==> config.mk <==
export PLATFORM = sky130hd
export DESIGN_NAME = ps2_host_tx
export DESIGN_NICKNAME = d
export VERILOG_FILES = /design/src/rtl/ps2_host_tx.sv
export SDC_FILE = /design/constraint.sdc
export NUM_CORES = 1
export LEC_CHECK = 0
export BUFFER_PORTS_ARGS = -buffer_cell sky130_fd_sc_hd__buf_2
export CAP_MARGIN = 20
export CORE_MARGIN = 3
export CORE_UTILIZATION = 60
export CTS_BUF_LIST = sky130_fd_sc_hd__clkbuf_4 sky130_fd_sc_hd__clkbuf_8
export DETAILED_ROUTE_END_ITERATION = 12
export PLACE_DENSITY = 0.78
export SLEW_MARGIN = 30
export SYNTH_ARGS = -nofsm -noshare
export SYNTH_HDL_FRONTEND = slang
export SYNTH_SLANG_ARGS = --single-unit
==> constraint.sdc <==
create_clock -name Clk -period 4.4 [get_ports Clk]
set_input_delay 0.66 -clock Clk [delete_from_list [all_inputs] [get_ports Clk]]
set_output_delay 0.66 -clock Clk [all_outputs]
set_load 0.005 [all_outputs]
==> src/rtl/ps2_host_tx.sv <==
// PS/2 host-to-device transmitter: inhibits the bus, requests to send,
// shifts a command byte out LSB first with odd parity and checks the ACK.
module ps2_host_tx #(
   parameter int unsigned INHIBIT_CYCLES = 5000,
   parameter int unsigned TIMEOUT_CYCLES = 750000
) (
   input  logic       Clk,
   input  logic       Reset,
   input  logic       psClk,
   input  logic       psData,
   output logic       psClk_oe,
   output logic       psData_oe,
   input  logic [7:0] Tx_Data,
   input  logic       Tx_Start,
   output logic       Busy,
   output logic       Done,
   output logic       Error
);

   typedef enum logic [2:0] {
      IDLE,
      INHIBIT,
      REQ,
      SHIFT,
      ACK,
      WAIT_REL
   } state_t;

   localparam logic [19:0] INH_LAST = 20'(INHIBIT_CYCLES - 1);
   localparam logic [19:0] TO_LAST  = 20'(TIMEOUT_CYCLES - 1);

   state_t      state_q, state_d;
   logic        clk_s1_q, clk_s1_d;
   logic        clk_s2_q, clk_s2_d;
   logic        clk_prev_q, clk_prev_d;
   logic        dat_s1_q, dat_s1_d;
   logic        dat_s2_q, dat_s2_d;
   logic [7:0]  byte_q, byte_d;
   logic        par_q, par_d;
   logic [3:0]  bit_cnt_q, bit_cnt_d;
   logic [19:0] inh_cnt_q, inh_cnt_d;
   logic [19:0] to_cnt_q, to_cnt_d;
   logic        clk_oe_q, clk_oe_d;
   logic        dat_oe_q, dat_oe_d;
   logic        busy_q, busy_d;
   logic        done_q, done_d;
   logic        err_q, err_d;

   logic        fall;
   logic [3:0]  bit_nxt;
   logic [2:0]  bit_idx;
   logic [19:0] inh_nxt;
   logic [19:0] to_nxt;

   assign fall    = clk_prev_q & ~clk_s2_q;
   assign bit_nxt = (bit_cnt_q == 4'hF) ? bit_cnt_q : bit_cnt_q + 4'd1;
   assign bit_idx = 3'(bit_nxt - 4'd1);
   assign inh_nxt = (&inh_cnt_q) ? inh_cnt_q : inh_cnt_q + 20'd1;
   assign to_nxt  = (&to_cnt_q) ? to_cnt_q : to_cnt_q + 20'd1;

   // Next-state, synchronizer and registered-output computation
   always_comb begin
      state_d    = state_q;
      clk_s1_d   = psClk;
      clk_s2_d   = clk_s1_q;
      clk_prev_d = clk_s2_q;
      dat_s1_d   = psData;
      dat_s2_d   = dat_s1_q;
      byte_d     = byte_q;
      par_d      = par_q;
      bit_cnt_d  = bit_cnt_q;
      inh_cnt_d  = inh_cnt_q;
      to_cnt_d   = to_cnt_q;
      clk_oe_d   = clk_oe_q;
      dat_oe_d   = dat_oe_q;
      busy_d     = busy_q;
      done_d     = 1'b0;
      err_d      = 1'b0;
      unique case (state_q)
         IDLE: begin
            clk_oe_d = 1'b0;
            dat_oe_d = 1'b0;
            busy_d   = 1'b0;
            // a request coinciding with a Done/Error pulse is dropped
            if (Tx_Start && !done_q && !err_q) begin
               byte_d    = Tx_Data;
               par_d     = ~^Tx_Data;
               inh_cnt_d = '0;
               clk_oe_d  = 1'b1;
               busy_d    = 1'b1;
               state_d   = INHIBIT;
            end
         end
         INHIBIT: begin
            if (inh_cnt_q >= INH_LAST) begin
               dat_oe_d = 1'b1;
               state_d  = REQ;
            end else begin
               inh_cnt_d = inh_nxt;
            end
         end
         REQ: begin
            clk_oe_d  = 1'b0;
            dat_oe_d  = 1'b1;
            bit_cnt_d = '0;
            // counter holds cycles elapsed since the REQ cycle
            to_cnt_d  = 20'd1;
            state_d   = SHIFT;
         end
         SHIFT, ACK, WAIT_REL: begin
            if (to_cnt_q >= TO_LAST) begin
               clk_oe_d = 1'b0;
               dat_oe_d = 1'b0;
               busy_d   = 1'b0;
               err_d    = 1'b1;
               state_d  = IDLE;
            end else begin
               to_cnt_d = to_nxt;
               if (state_q == SHIFT) begin
                  if (fall) begin
                     bit_cnt_d = bit_nxt;
                     if (bit_nxt <= 4'd8) begin
                        dat_oe_d = ~byte_q[bit_idx];
                     end else if (bit_nxt == 4'd9) begin
                        dat_oe_d = ~par_q;
                     end else begin
                        dat_oe_d = 1'b0;
                        state_d  = ACK;
                     end
                  end
               end else if (state_q == ACK) begin
                  if (fall) begin
                     if (!dat_s2_q) begin
                        state_d = WAIT_REL;
                     end else begin
                        busy_d  = 1'b0;
                        err_d   = 1'b1;
                        state_d = IDLE;
                     end
                  end
               end else begin
                  if (clk_s2_q && dat_s2_q) begin
                     busy_d  = 1'b0;
                     done_d  = 1'b1;
                     state_d = IDLE;
                  end
               end
            end
         end
         default: begin
            clk_oe_d = 1'b0;
            dat_oe_d = 1'b0;
            busy_d   = 1'b0;
            state_d  = IDLE;
         end
      endcase
   end

   // State, counters, synchronizers and outputs; reset releases the bus at once
   always_ff @(posedge Clk or posedge Reset) begin
      if (Reset) begin
         state_q    <= IDLE;
         clk_s1_q   <= 1'b1;
         clk_s2_q   <= 1'b1;
         clk_prev_q <= 1'b1;
         dat_s1_q   <= 1'b1;
         dat_s2_q   <= 1'b1;
         byte_q     <= '0;
         par_q      <= 1'b0;
         bit_cnt_q  <= '0;
         inh_cnt_q  <= '0;
         to_cnt_q   <= '0;
         clk_oe_q   <= 1'b0;
         dat_oe_q   <= 1'b0;
         busy_q     <= 1'b0;
         done_q     <= 1'b0;
         err_q      <= 1'b0;
      end else begin
         state_q    <= state_d;
         clk_s1_q   <= clk_s1_d;
         clk_s2_q   <= clk_s2_d;
         clk_prev_q <= clk_prev_d;
         dat_s1_q   <= dat_s1_d;
         dat_s2_q   <= dat_s2_d;
         byte_q     <= byte_d;
         par_q      <= par_d;
         bit_cnt_q  <= bit_cnt_d;
         inh_cnt_q  <= inh_cnt_d;
         to_cnt_q   <= to_cnt_d;
         clk_oe_q   <= clk_oe_d;
         dat_oe_q   <= dat_oe_d;
         busy_q     <= busy_d;
         done_q     <= done_d;
         err_q      <= err_d;
      end
   end

   assign psClk_oe  = clk_oe_q;
   assign psData_oe = dat_oe_q;
   assign Busy      = busy_q;
   assign Done      = done_q;
   assign Error     = err_q;

endmodule

==> flow_summary.yaml <==
clocking:
  clk_buf_depth: 2
  cts_made_buffers: 9
  worst_setup_hold_path_clk_slew_ns: 0.08
  cts_tree: "built"
  cts.root.buffer_cell: "sky130_fd_sc_hd__clkbuf_8"
  worst_skew_pair.late_latency_ns: 0.35
  ctsHtreeMaxLevel: 3
  cts.hold.buffers_added: 0
  post_cts.repair.setup_buffers: 0
  post_cts_sizing: 0
  cts_sinks: 66
layout:
  layout_common_cells: "61 x sky130_fd_sc_hd__dfrtp_1, 56 x sky130_fd_sc_hd__nand2_1, 41 x sky130_fd_sc_hd__nor2_1, 20 x sky130_fd_sc_hd__o21ai_0"
  finish.instance_area_mm2: 0.00391
  drive_above_1_share: 0.154
  diodes: 0
  finalNetCount: 411
  filler_cells: 437
  layout.cells.most_common: "sky130_fd_sc_hd__dfrtp_1"
  synth_to_final_area_change_pct: 9.92
worst_setup_path:
  worst_setup_path_end_kind: "flip-flop"
  worstSetupStartpointType: "flip-flop"
  timing.critical_path.arrival_ns: 3.08
  critPathKind: "flip-flop to flip-flop"
  timing.critical_path.required_ns: 4.65
  regToRegSetupSlack_ns: 1.57
  critical_path.max_fanout: 8
synth:
  synth_edf_count: 0
  seq_area_frac_synth: 0.466
  synth.lib_cells_used.distinct: 61
  synthesis.area_per_instance_um2: 9.54
  synth_fa_ha_area_frac: 0.0211
  yosys.area_share.xor_xnor: 0.0714
  async_flop_share: 1.00
  synth.ff_latch_count: 66
  synth_nets: 392
  synth_warnings: 0
  synth_simple_gate_area_share: 0.239
  netlist_instances: 373
  synth.mux.area_fraction: 0.0250
  ys_dominant_reg_cell: "sky130_fd_sc_hd__dfrtp_1"
  synth-compound-area-share: 0.147
  main_combinational_cell_family_by_area_after_synthesis: "simple AND/OR/NAND/NOR gates"
  post_synth_instance_area_mm2: 0.00356
outcome:
  run_status: "completed"
routing:
  vias: 2838
  detail_route.iter0.violations: 180
  route.detailed.drc: 0
  dr.pass1.iters: 4
  vias_per_cell: 6.05
  drt_wl_cell_um: 15.5
  antenna_left: 0
  final_wirelength_um: 7260
place:
  port_buffers: 17
  detailedPlacementHpwl_um: 4970
  gp_congestion: 0.841
  dpl_cell_area_mm2: 0.00368
grt:
  first_global_vias: 2709
  gr_overflow_total: 0
  grt_pass1_wl_um: 12700
  grt.total_usage: 0.224
  pin_count_of_the_biggest_net_entering_global_routing: 35
  antenna_violations_before_repair: 0
power_and_ir_drop:
  p_sw_mw: 0.773
  max-vdd-ir-drop_mv: 0.371
  p_leak_nw: 1.75
  internal-power_mw: 1.34
  seqPwrFrac: 0.398
  switching_share: 0.366
  p_clk_frac: 0.275
  power.density_mw_per_mm2: 540
  power.combinational.fraction: 0.327
floorplan:
  core_mm2: 0.00561
  die-width_um: 83.0
  floorplan.die.height_um: 83.0
  top_level_ports: 18
  total_die_area_mm2: 0.00689
  rows: 27
  initial_core_util: 0.635
timing:
  rsz0062_at_grt: "false"
  drv_slew: 0
  timing.final.crit_share: 0.644
  worstMarginPinSlew_ns: 0.685
  slew_headroom: 0.543
  tns_ns: 0
  final_skew_ns: 0.0133
  final_period_minus_worst_setup_slack_ns: 2.83
  setup_viol: 0
  final_hold_viol_count: 0
  fmaxAchievable_ghz: 0.353
hold_path:
  hold_class: "flip-flop to flip-flop"
run:
  maxCapViolations: 0
==> cell usage after synthesis (3+ instances only) <==
cell                        n  area share
sky130_fd_sc_hd__ha_1       6       0.021
sky130_fd_sc_hd__nor2b_1    3      0.0053
sky130_fd_sc_hd__buf_6      3      0.0095
sky130_fd_sc_hd__a21oi_1   15       0.021
sky130_fd_sc_hd__nand2b_1   4      0.0070
sky130_fd_sc_hd__o31ai_1    3      0.0063
sky130_fd_sc_hd__o21ai_0   20       0.028
sky130_fd_sc_hd__nand4_1    5      0.0088
sky130_fd_sc_hd__a31oi_1    6       0.011
sky130_fd_sc_hd__and4_1     4      0.0098
sky130_fd_sc_hd__nor2_1    41       0.043
sky130_fd_sc_hd__dfrtp_1   61        0.43
sky130_fd_sc_hd__clkbuf_1   3      0.0032
sky130_fd_sc_hd__a211oi_1   3      0.0063
sky130_fd_sc_hd__dfstp_2    5       0.037
sky130_fd_sc_hd__inv_1      8      0.0084
sky130_fd_sc_hd__a41oi_1    3      0.0074
sky130_fd_sc_hd__nor4_1     5      0.0088
sky130_fd_sc_hd__xor2_1    17       0.042
sky130_fd_sc_hd__nand2_1   56       0.059
sky130_fd_sc_hd__nand3_1   16       0.023
sky130_fd_sc_hd__and2_1     6       0.011
sky130_fd_sc_hd__and3_1    10       0.018
sky130_fd_sc_hd__o211ai_1   3      0.0063
sky130_fd_sc_hd__nor3_1     7      0.0098
sky130_fd_sc_hd__xnor2_1   12       0.030
sky130_fd_sc_hd__buf_2      3      0.0042
sky130_fd_sc_hd__mux4_2     3       0.019
==> layer usage <==
layer	share of wire	track usage	wire length, um
met1	0.47	0.315	3390
met3	0.045	0.0317	325
met4	0.015	0.0951	106
met2	0.47	0.350	3440
met5	0	0	0
==> sequential cells by signal (all words and copies together), names as in the netlist, 3 cells and up <==
signal / flops
to_cnt_q: 20
byte_q: 8
inh_cnt_q: 20
state_q: 3
bit_cnt_q: 4
==> worst max-delay path, cell delays in order (launching register included) <==
cell                        delay [ns]
sky130_fd_sc_hd__dfrtp_1          0.43
sky130_fd_sc_hd__ha_1             0.30
sky130_fd_sc_hd__and3_1           0.27
sky130_fd_sc_hd__xnor2_1          0.19
sky130_fd_sc_hd__ha_1             0.40
sky130_fd_sc_hd__mux4_2           0.52
sky130_fd_sc_hd__nand2b_1         0.16
sky130_fd_sc_hd__o2111ai_1        0.09
sky130_fd_sc_hd__o2111ai_1        0.14
sky130_fd_sc_hd__a41oi_1          0.25
==> power by group through the flow <==
stage          combinational [mW]  sequential, mW  clock [mW]
2_1_floorplan               0.589           0.791           0
3_3_place_gp                0.666           0.842           0
3_5_place_dp                0.687           0.845           0
4_1_cts                     0.693           0.837       0.585
5_1_grt                     0.782           0.854       0.613
6_report                    0.690           0.840       0.580
==> layout make-up <==
class | count | area [um2] | share of cell area
sequential | 66 | 1660 | 0.424
multi-input combinational | 287 | 1800 | 0.460
timing repair buffer | 20 | 108 | 0.0275
clock inverter | 6 | 88.8 | 0.0227
tap | 72 | 90.1 | 0.0230
inverter | 8 | 30.0 | 0.00768
clock buffer | 10 | 138 | 0.0352
==> cell families (layout without fill, tap and decap cells) <==
group | count (synthesis) | in the layout
compound gates | 75 | 75
xor+xnor | 29 | 29
fa+ha+maj | 6 | 6
buf+inv | 20 | 44
flops | 66 | 66
mux | 5 | 5
simple gates | 172 | 172
==> final timing paths <==
kind / start / endpoint / cells after the start
setup / recovery: bit_cnt_q[0] / psData_oe / 9
hold / removal: clk_s1_q / clk_prev_d / 0
setup reg to reg: bit_cnt_q[0] / psData_oe / 9
hold reg to reg: clk_s1_q / clk_prev_d / 0
max in group asynchronous: Reset / clk_prev_q / 3
min in group asynchronous: Reset / to_cnt_q[5] / 2
==> per-stage QoR <==
step / util / std cells / hold WS [ns] / setup slack [ns] / total power [mW]
final: 0.697 / 469 / 0.347 / 1.57 / 2.11
after floorplan: - / 373 / 0.345 / 1.85 / 1.38
after detailed placement: 0.657 / 453 / 0.348 / 1.62 / 1.53
after global placement: 0.657 / 453 / 0.347 / 1.75 / 1.51
after global routing: 0.697 / 469 / 0.358 / 1.32 / 2.25
after CTS: 0.697 / 469 / 0.352 / 1.56 / 2.12
Note: power is estimated with default switching activity, not from simulation.
